[src/rtl/alu_exec_unit_pkg.sv]
// Shared encodings for the ALU execution unit: opcodes, FSM states and default sizes.
package alu_exec_unit_pkg;

  localparam int WIDTH_DEF     = 8;
  localparam int MAX_SHIFT_DEF = 8;

  typedef enum logic [2:0] {
    OP_ADD = 3'd0,
    OP_SUB = 3'd1,
    OP_AND = 3'd2,
    OP_OR  = 3'd3,
    OP_LS  = 3'd4,
    OP_RS  = 3'd5
  } op_e;

  typedef enum logic [1:0] {
    ST_IDLE  = 2'd0,
    ST_EXEC  = 2'd1,
    ST_SHIFT = 2'd2,
    ST_RESP  = 2'd3
  } state_e;

  function automatic logic is_shift(input logic [2:0] op);
    return (op == OP_LS) || (op == OP_RS);
  endfunction

endpackage

[src/rtl/alu_exec_unit_if.sv]
// Request/response bus of the ALU execution unit; master is the requester/consumer.
interface alu_exec_unit_if
  import alu_exec_unit_pkg::*;
#(
  parameter int WIDTH = WIDTH_DEF
) ();

  logic             req_valid;
  logic             req_ready;
  logic [2:0]       opcode;
  logic [WIDTH-1:0] in1;
  logic [WIDTH-1:0] in2;
  logic             rsp_valid;
  logic             rsp_ready;
  logic [WIDTH-1:0] result;
  logic             carry;
  logic             zero;
  logic             neg;
  logic             err;

  modport master (
    output req_valid, opcode, in1, in2, rsp_ready,
    input  req_ready, rsp_valid, result, carry, zero, neg, err
  );

  modport slave (
    input  req_valid, opcode, in1, in2, rsp_ready,
    output req_ready, rsp_valid, result, carry, zero, neg, err
  );

endinterface

[src/rtl/alu_shift_seq.sv]
// Iterative shifter: loads value/count/direction, shifts one bit per cycle, pulses done
// in the cycle after the final shift and keeps the last bit shifted out.
module alu_shift_seq #(
  parameter int WIDTH = 8,
  parameter int CNT_W = 4
) (
  input  logic             clk,
  input  logic             reset,
  input  logic             load,
  input  logic             dir_left,
  input  logic [WIDTH-1:0] value_in,
  input  logic [CNT_W-1:0] count_in,
  output logic [WIDTH-1:0] value,
  output logic             last_bit,
  output logic             done
);

  logic [WIDTH-1:0] value_q;
  logic [CNT_W-1:0] count_q;
  logic             left_q;
  logic             last_q;
  logic             done_q;

  // NOTE: sequential state uses non-blocking assignments so every register samples
  // pre-edge values, independent of statement order.
  always_ff @(posedge clk) begin
    if (reset) begin
      value_q <= '0;
      count_q <= '0;
      left_q  <= 1'b0;
      last_q  <= 1'b0;
      done_q  <= 1'b0;
    end else if (load) begin
      value_q <= value_in;
      count_q <= count_in;
      left_q  <= dir_left;
      last_q  <= 1'b0;
      done_q  <= 1'b0;
    end else if (count_q != '0) begin
      if (left_q) begin
        last_q  <= value_q[WIDTH-1];
        value_q <= {value_q[WIDTH-2:0], 1'b0};
      end else begin
        last_q  <= value_q[0];
        value_q <= {1'b0, value_q[WIDTH-1:1]};
      end
      count_q <= count_q - 1'b1;
      done_q  <= (count_q == CNT_W'(1));
    end else begin
      done_q  <= 1'b0;
    end
  end

  assign value    = value_q;
  assign last_bit = last_q;
  assign done     = done_q;

endmodule

[src/rtl/alu_exec_unit.sv]
// Sequential ALU responder: one request at a time, single-cycle logic/arith, iterative
// shifts, registered result and flags held on the response handshake until consumed.
module alu_exec_unit
  import alu_exec_unit_pkg::*;
#(
  parameter int WIDTH     = WIDTH_DEF,
  parameter int MAX_SHIFT = MAX_SHIFT_DEF
) (
  input logic            clk,
  input logic            reset,
  alu_exec_unit_if.slave bus
);

  localparam int CNT_W = $clog2(MAX_SHIFT + 1);

  state_e           state_q, state_d;
  logic [2:0]       op_q;
  logic [WIDTH-1:0] a_q, b_q;

  logic             accept, load_shift, cap_exec, cap_shift;
  logic [CNT_W-1:0] shift_cnt;
  logic [WIDTH-1:0] shift_value;
  logic             shift_last, shift_done;

  logic [WIDTH:0]   sum, diff;
  logic [WIDTH-1:0] exec_result;
  logic             exec_carry, exec_err;

  logic [WIDTH-1:0] result_q;
  logic             carry_q, zero_q, neg_q, err_q;

  always_comb begin
    if (bus.in2 >= WIDTH'(MAX_SHIFT)) shift_cnt = CNT_W'(MAX_SHIFT);
    else                              shift_cnt = CNT_W'(bus.in2);
  end

  always_ff @(posedge clk) begin
    if (reset) state_q <= ST_IDLE;
    else       state_q <= state_d;
  end

  // NOTE: every output of a combinational block gets a default first, so no path
  // through the case can leave it unassigned and infer a latch.
  always_comb begin
    state_d    = state_q;
    accept     = 1'b0;
    load_shift = 1'b0;
    cap_exec   = 1'b0;
    cap_shift  = 1'b0;
    case (state_q)
      ST_IDLE: begin
        if (bus.req_valid) begin
          accept = 1'b1;
          if (is_shift(bus.opcode) && (shift_cnt != '0)) begin
            load_shift = 1'b1;
            state_d    = ST_SHIFT;
          end else begin
            state_d    = ST_EXEC;
          end
        end
      end
      ST_EXEC: begin
        cap_exec = 1'b1;
        state_d  = ST_RESP;
      end
      ST_SHIFT: begin
        if (shift_done) begin
          cap_shift = 1'b1;
          state_d   = ST_RESP;
        end
      end
      ST_RESP: begin
        if (bus.rsp_ready) state_d = ST_IDLE;
      end
      default: state_d = ST_IDLE;
    endcase
  end

  // NOTE: operand latches carry no reset; they are always written on accept before use,
  // and only control state and visible outputs need a defined reset value.
  always_ff @(posedge clk) begin
    if (accept) begin
      op_q <= bus.opcode;
      a_q  <= bus.in1;
      b_q  <= bus.in2;
    end
  end

  alu_shift_seq #(
    .WIDTH (WIDTH),
    .CNT_W (CNT_W)
  ) u_shift (
    .clk      (clk),
    .reset    (reset),
    .load     (load_shift),
    .dir_left (bus.opcode == OP_LS),
    .value_in (bus.in1),
    .count_in (shift_cnt),
    .value    (shift_value),
    .last_bit (shift_last),
    .done     (shift_done)
  );

  // Carry/borrow come from the extra top bit of the WIDTH+1 bit sum/difference.
  always_comb begin
    sum         = {1'b0, a_q} + {1'b0, b_q};
    diff        = {1'b0, a_q} - {1'b0, b_q};
    exec_result = '0;
    exec_carry  = 1'b0;
    exec_err    = 1'b0;
    case (op_q)
      OP_ADD: begin
        exec_result = sum[WIDTH-1:0];
        exec_carry  = sum[WIDTH];
      end
      OP_SUB: begin
        exec_result = diff[WIDTH-1:0];
        exec_carry  = diff[WIDTH];
      end
      OP_AND:       exec_result = a_q & b_q;
      OP_OR:        exec_result = a_q | b_q;
      OP_LS, OP_RS: exec_result = a_q;
      default:      exec_err    = 1'b1;
    endcase
  end

  always_ff @(posedge clk) begin
    if (reset) begin
      result_q <= '0;
      carry_q  <= 1'b0;
      zero_q   <= 1'b0;
      neg_q    <= 1'b0;
      err_q    <= 1'b0;
    end else if (cap_exec) begin
      result_q <= exec_result;
      carry_q  <= exec_carry;
      zero_q   <= (exec_result == '0);
      neg_q    <= exec_result[WIDTH-1];
      err_q    <= exec_err;
    end else if (cap_shift) begin
      result_q <= shift_value;
      carry_q  <= shift_last;
      zero_q   <= (shift_value == '0);
      neg_q    <= shift_value[WIDTH-1];
      err_q    <= 1'b0;
    end
  end

  assign bus.req_ready = (state_q == ST_IDLE);
  assign bus.rsp_valid = (state_q == ST_RESP);
  assign bus.result    = result_q;
  assign bus.carry     = carry_q;
  assign bus.zero      = zero_q;
  assign bus.neg       = neg_q;
  assign bus.err       = err_q;

endmodule

[src/flat_wrapper.sv]
// flat-port wrapper written by rule: the top's interface ports become plain ports
module alu_exec_unit_flat import alu_exec_unit_pkg::*;
#(
  parameter int WIDTH     = WIDTH_DEF,
  parameter int MAX_SHIFT = MAX_SHIFT_DEF
)
  (clk, reset, bus_req_valid, bus_opcode, bus_in1, bus_in2, bus_rsp_ready, bus_req_ready, bus_rsp_valid, bus_result, bus_carry, bus_zero, bus_neg, bus_err);
  alu_exec_unit_if #(.WIDTH(WIDTH)) bus_i ();
  input logic clk;
  input logic reset;
  input wire logic [$bits(bus_i.req_valid)-1:0] bus_req_valid;
  input wire logic [$bits(bus_i.opcode)-1:0] bus_opcode;
  input wire logic [$bits(bus_i.in1)-1:0] bus_in1;
  input wire logic [$bits(bus_i.in2)-1:0] bus_in2;
  input wire logic [$bits(bus_i.rsp_ready)-1:0] bus_rsp_ready;
  output wire logic [$bits(bus_i.req_ready)-1:0] bus_req_ready;
  output wire logic [$bits(bus_i.rsp_valid)-1:0] bus_rsp_valid;
  output wire logic [$bits(bus_i.result)-1:0] bus_result;
  output wire logic [$bits(bus_i.carry)-1:0] bus_carry;
  output wire logic [$bits(bus_i.zero)-1:0] bus_zero;
  output wire logic [$bits(bus_i.neg)-1:0] bus_neg;
  output wire logic [$bits(bus_i.err)-1:0] bus_err;
  assign bus_i.req_valid = bus_req_valid;
  assign bus_i.opcode = bus_opcode;
  assign bus_i.in1 = bus_in1;
  assign bus_i.in2 = bus_in2;
  assign bus_i.rsp_ready = bus_rsp_ready;
  assign bus_req_ready = bus_i.req_ready;
  assign bus_rsp_valid = bus_i.rsp_valid;
  assign bus_result = bus_i.result;
  assign bus_carry = bus_i.carry;
  assign bus_zero = bus_i.zero;
  assign bus_neg = bus_i.neg;
  assign bus_err = bus_i.err;
  alu_exec_unit #(.WIDTH(WIDTH), .MAX_SHIFT(MAX_SHIFT)) u_core (.clk(clk), .reset(reset), .bus(bus_i));
endmodule
[config.mk]
export PLATFORM = sky130hd
export DESIGN_NAME = alu_exec_unit_flat
export DESIGN_NICKNAME = d
export VERILOG_FILES = /design/src/rtl/alu_exec_unit_pkg.sv /design/src/rtl/alu_exec_unit_if.sv /design/src/rtl/alu_shift_seq.sv /design/src/rtl/alu_exec_unit.sv /design/src/flat_wrapper.sv
export SDC_FILE = /design/constraint.sdc
export NUM_CORES = 1
export LEC_CHECK = 0
export BUFFER_PORTS_ARGS = -buffer_cell sky130_fd_sc_hd__buf_2
export CAP_MARGIN = 20
export CORE_AREA = 2 2 97 61
export DETAILED_ROUTE_END_ITERATION = 8
export DIE_AREA = 0 0 99 63
export PLACE_DENSITY = 0.81
export SLEW_MARGIN = 5
export SYNTH_ARGS = -nofsm -noshare
export SYNTH_HDL_FRONTEND = slang
export SYNTH_SLANG_ARGS = --single-unit
[constraint.sdc]
create_clock -name clk -period 6 [get_ports clk]
set_input_delay 0.9 -clock clk [delete_from_list [all_inputs] [get_ports clk]]
set_output_delay 0.9 -clock clk [all_outputs]
set_load 0.02 [all_outputs]
======== After elaboration in Yosys (flattened, before gate mapping) ========
Index checks and enable logic that the tools add are counted.
word-level totals
  flip-flop bits (word level) ............. 48
cells by class
  add/sub/neg operators ................... 3
  $lt $le $gt $ge ......................... 1
  equal/unequal tests ..................... 14
  multiplexer cells ....................... 33
  bitwise gates (word level) .............. 3
  reduce and logical (&&, ||, !) cells .... 15
operator list
  cell                 number
  $mux 8               5
  $pmux 8 s5           1
  $mux 1               18
  $logic_not 8->1      2
  $eq 3x3->1 const B   4
  $mux 4               3
  $add 8x8->9          1
  $sub 8x8->9          1
  $and 8x8->8          1
  $ge 8x4->1 const B   1
  $mux 2               4
  $or 8x8->8           1
  $pmux 2 s4           1
  $reduce_bool 4->1    2
  $eq 3x2->1 const B   2
  $ne 2x2->1 const B   3
  $reduce_or 6->1      1
  $eq 2x2->1 const B   2
  $eq 4x1->1 const B   1
  $reduce_bool 2->1    2
  $reduce_or 2->1      2
  $sub 4x1->4 const B  1
  $eq 3x1->1 const B   1
  $logic_not 3->1      1
  other kinds (8)      8

======== Longest topological paths before layout ========
  word-level depth ........................ 8
  depth in mapped cells ................... 10
  depth with buffers taken out ............ 10

======== Hierarchy ========
From an unflattened synthesis, not the netlist that was laid out.
second synthesis, totals
  cell total of the unflattened synthesis .. 352
  area, all modules ....................... 3225.6 um^2
by module, submodules not included
  module         times used  cells an instance  area an instance (um^2)
  alu_exec_unit  1           269                2431.1
  alu_shift_seq  1           83                 794.5

======== Least setup slack after synthesis ========
Ideal clock, no wire load.
  path type ............................... input-to-reg
  start ................................... in bus_in2[7]
  end ..................................... reg u_core.u_shift.count_q[3]
  setup time .............................. 0.134 ns
  data arrival time ....................... 2.252 ns
  data required time ...................... 5.866 ns
  path slack .............................. 3.614 ns
  stages .................................. 7
  buffers on the path ..................... 1
  cell sequence ........................... or4_4 nor2_4 a211oi_1 and2_1 buf_2 a211oi_1 a211oi_2
on the way
  longest elaborated chain between the ends .. 8
  elaborated cells between the ends (all ways) .. 9
ends and longest elaborated chain
  what                                         line                 text
  start, declared                              flat_wrapper.sv:14   input wire logic [$bits(bus_i.in2)-1:0] bus_in2;
  $ge 8x4->1 *                                 alu_exec_unit.sv:33  if (bus.in2 >= WIDTH'(MAX_SHIFT)) shift_cnt = CNT_W'(MAX_SHIFT);
  $mux 4 *                                     alu_exec_unit.sv:33
  $reduce_bool 4->1                            alu_exec_unit.sv:54  if (is_shift(bus.opcode) && (shift_cnt != '0)) begin
  $logic_and 1x1->1                            alu_exec_unit.sv:54
  $mux 1                                       alu_exec_unit.sv:54
  $mux 1                                       alu_exec_unit.sv:52  if (bus.req_valid) begin
  $mux 1                                       alu_exec_unit.sv:50  case (state_q)
  $mux 4 or $reduce_bool 2->1 (tied branches)  --
  end signal, assigned                         alu_shift_seq.sv:35  count_q <= count_in;
  end signal, assigned                         alu_shift_seq.sv:47  count_q <= count_q - 1'b1;
  end, declared                                alu_shift_seq.sv:19  logic [CNT_W-1:0] count_q;
Every way passes the cells marked *; elsewhere a longest branch is shown, timed or not.
A chain may end at the register's enable or synchronous reset.

======== Final worst setup path ========
  start ................................... reg u_core.b_q[0]
  end ..................................... reg u_core.zero_q (netlist: u_core.bus.zero)
on the way
  longest elaborated chain between the ends .. 4
  elaborated cells between the ends (all ways) .. 7
ends and longest elaborated chain
  what                                 line                  text
  start, declared                      alu_exec_unit.sv:18   logic [WIDTH-1:0] a_q, b_q;
  start signal, assigned               alu_exec_unit.sv:85   b_q <= bus.in2;
  $sub 8x8->9 (tied with other cells)  alu_exec_unit.sv:107  diff = {1'b0, a_q} - {1'b0, b_q};
  $pmux 8 s5 *                         alu_exec_unit.sv:111  case (op_q)
  $logic_not 8->1 *                    alu_exec_unit.sv:137  zero_q <= (exec_result == '0);
  $mux 1 *                             alu_exec_unit.sv:134  end else if (cap_exec) begin
  end signal, assigned                 alu_exec_unit.sv:137
  end signal, assigned                 alu_exec_unit.sv:143  zero_q <= (shift_value == '0);
  end, declared                        alu_exec_unit.sv:30   logic carry_q, zero_q, neg_q, err_q;
Marks and branches as above.

==> impl_results.md <==
* Multi-input gate area in the final layout at 1810 sq um
* Die X at 99 um
* Yosys top cell area share at 0.182
* P per Cell Area at 433 nW/um^2
* WL per Instance at 17.7 um
* Post-CTS Hold Buffers at 0
* Arrival time worst endpoint at 2840 ps
* Status: finished, final reports clean
* Num CTS Buffers at 5
* GRT Util Overall at 0.261
* First-pass GRT wire length at 12.6 mm
* Leading area contributor after synthesis: edfxtp_1
* Synth cell types at 57
* Fin nets at 423
* Htree depth at 2
* CTS Buffer Depth at 2
* Slew Limit Fails at 0
* Antenna violations before repair at 1
* Post-synthesis async set-or-reset flop share at 0
* Core Region at 5390 sq um
* Worst Clk Skew at 16.1 ps
* Crit path launch: u_core.b_q[0]
* #FFs+latches synth at 47
* Relative slew slack at 0.345
* Average cell area after synthesis at 9.05 sq um
* TritonCTS clock tree: done
* Crit path cell chain: ha_1 -> fa_1 -> a21o_1 -> a211oi_1 -> a21oi_1 -> xor2_1 -> a221oi_1 -> and3_1 -> a31o_1
* Largest net degree at the start of global routing at 30
* Max_cap viols at 0
* Clock Sinks at 47
* I/O pins at 37
* Critical Path RT at 6260 ps
* WS Path Type: flip-flop to flip-flop
* Most common cell in the netlist: nand2_1
* Sequential cell area at 1130 sq um
* Worst-path clk slew at 80 ps
* Global routing usage on met3 at 0.0839
* Type of origin of the critical path: flip-flop
* Fillers at 451
* Met1 usage at 0.412
* DRT Pass-1 Iters at 5
* Residual DRC count at 0
* M2 GR Usage at 0.330
* Slew at the pin closest to its max-slew limit at 983 ps
* Final wirelength at 7.76 mm
* Ratio of cells with drive above 1 in the final layout at 0.146
* Die area at 6240 sq um
* Slowest CP cell: edfxtp_1
* Post-cts sizing count at 0
* Via count at 2,720
* Fin crit share at 0.430
* Post-CTS setup buffers at 0
* Finished Core Util at 0.634
* Grt peak-use layer: met1
* Ys flop type: dfxtp_1
* Most area-consuming cells after synthesis: edfxtp_1 (18%), dfxtp_1 (18%), ha_1 (12%)
* Worst Path Buf+Inv at 0
* Setup_tns at 0 ps
* Vias per cell at 6.20
* Clk_lat worst skew at 320 ps
* CP peak stage delay at 430 ps
* Num rows at 21
* Number of DRC markers in iteration 0 at 308
* Area growth syn-to-layout at 9.11%
* RSZ-0062 raised after global routing: false
* Synth top cells by count: nand2_1 (36), ha_1 (30), dfxtp_1 (28), inv_1 (25), a211oi_1 (24)
* Number of cells after detailed placement at 430
* Reg2reg start: u_core.b_q[0]
* Hold path start: u_core.bus.err
* Aggregate global routing overflow at 0
* CP delay by family, top: compound AO/OA/AOI/OAI gates
* Vias in the first global route at 2,449
* Finished Layout Cells at 439
* IO buf count at 36
* Register area share after synthesis at 0.361
* Antenna Nets Post-Route at 0
* Cell area after synthesis at 3130 sq um
* Synthesized net count at 401
* Initial Utilization at 0.581
* Number of flops mapped to enable cells by yosys at 19
* Ys Warns at 0
* Fmax at 0.388 GHz
* Crit path time final at 2580 ps
* CP max FO at 3
* Max VDD drop at 0.256 mV
* Worst Hold Class: flip-flop to flip-flop
* Dpl hpwl at 5.92 mm
* Final hold violations at 0
* Post-Syn Instances at 346
* CTS root buf: clkbuf_8
* WHS at 499 ps
* CP Capture Type: flip-flop
* Leakage at 1.44 nW
* # setup viols final at 0
* GP Congestion at 0.967
* Die Span Y at 63 um
==> kinds of logic after synthesis <==
family / Yosys count / synth area share
buffers and inverters: 47 / 0.0623
XOR/XNOR: 5 / 0.0140
flip-flops: 47 / 0.361
AND/OR/NAND/NOR: 108 / 0.173
multiplexers: 12 / 0.0384
AO/OA/AOI/OAI: 95 / 0.219
adder cells (fa/ha/maj): 32 / 0.133
==> layer usage <==
metal / up-vias / routed length (um)
met5: - / 0
met4: 0 / 89
met3: 12 / 690
met2: 132 / 3040
met1: 1283 / 3940
li1: 1293 / -
==> flip-flops by register name (all words and copies together), names as in the netlist <==
| register | cells |
|---|---|
| u_core.a_q | 8 |
| u_core.b_q | 8 |
| u_core.u_shift.value | 8 |
| u_core.bus.result | 7 |
| u_core.u_shift.count_q | 4 |
| u_core.op_q | 3 |
| u_core.state_q | 2 |
| u_core.bus.carry | 1 |
| u_core.bus.err | 1 |
| u_core.bus.neg | 1 |
| u_core.bus.zero | 1 |
| u_core.u_shift.done | 1 |
| u_core.u_shift.last_bit | 1 |
| u_core.u_shift.left_q | 1 |
==> stage by stage <==
| step | instance area [sq um] | setup slack [ps] | power, W |
|---|---|---|---|
| finish | 3420 | 3420 | 0.00148 |
| global route | 3410 | 3290 | 0.00159 |
| CTS | 3410 | 3460 | 0.00146 |
| detailed placement | 3300 | 3190 | 0.00122 |
| global placement | 3300 | 3320 | 0.00120 |
| floorplan | 3130 | 3610 | 0.00105 |
==> cell usage in the layout, fill, tap and decap left out, types with 4 or more instances in the layout <==
| cell | instances |
|---|---|
| a211oi_1 | 24 |
| buf_2 | 36 |
| ha_1 | 30 |
| mux2i_1 | 12 |
| o21ai_0 | 10 |
| nor2_1 | 20 |
| o21bai_1 | 4 |
| nand3_1 | 6 |
| and2_1 | 5 |
| clkbuf_8 | 5 |
| nor3_1 | 9 |
| o211ai_1 | 8 |
| a21oi_1 | 21 |
| inv_1 | 25 |
| nand2_1 | 36 |
| nor2b_1 | 4 |
| edfxtp_1 | 19 |
| dfxtp_1 | 28 |
| and3_1 | 10 |
==> worst min-delay path: cells and delay by family, from the launching register on <==
| family | cells | cell delay, ps |
|---|---|---|
| and+or+nand+nor | 1 | 80 |
| DFF | 1 | 320 |
| AOI/OAI and AO/OA | 1 | 60 |
==> report_power, final <==
part,internal (W),leakage (nW),switching [W]
clock network,0.000126,0.0591,0.000118
registers,0.000433,0.410,0.000109
logic,0.000278,0.968,0.000416
==> layout make-up <==
cell class	instances	share of cell area
Multi-Input combinational cell	252	0.528
Sequential cell	47	0.331
Timing Repair Buffer	36	0.0527
Inverter	26	0.0286
Tap cell	69	0.0253
Clock buffer	5	0.0201
Clock inverter	3	0.0132
Antenna cell	1	0.000732
==> worst paths after layout <==
check               endpoint  slack [ps]  depth (start not counted)
max          u_core.bus.zero        3420                          9
min reg2reg   u_core.bus.err         500                          2
min           u_core.bus.err         500                          2
max reg2reg  u_core.bus.zero        3420                          9
Power figures use the tool's default switching activity.
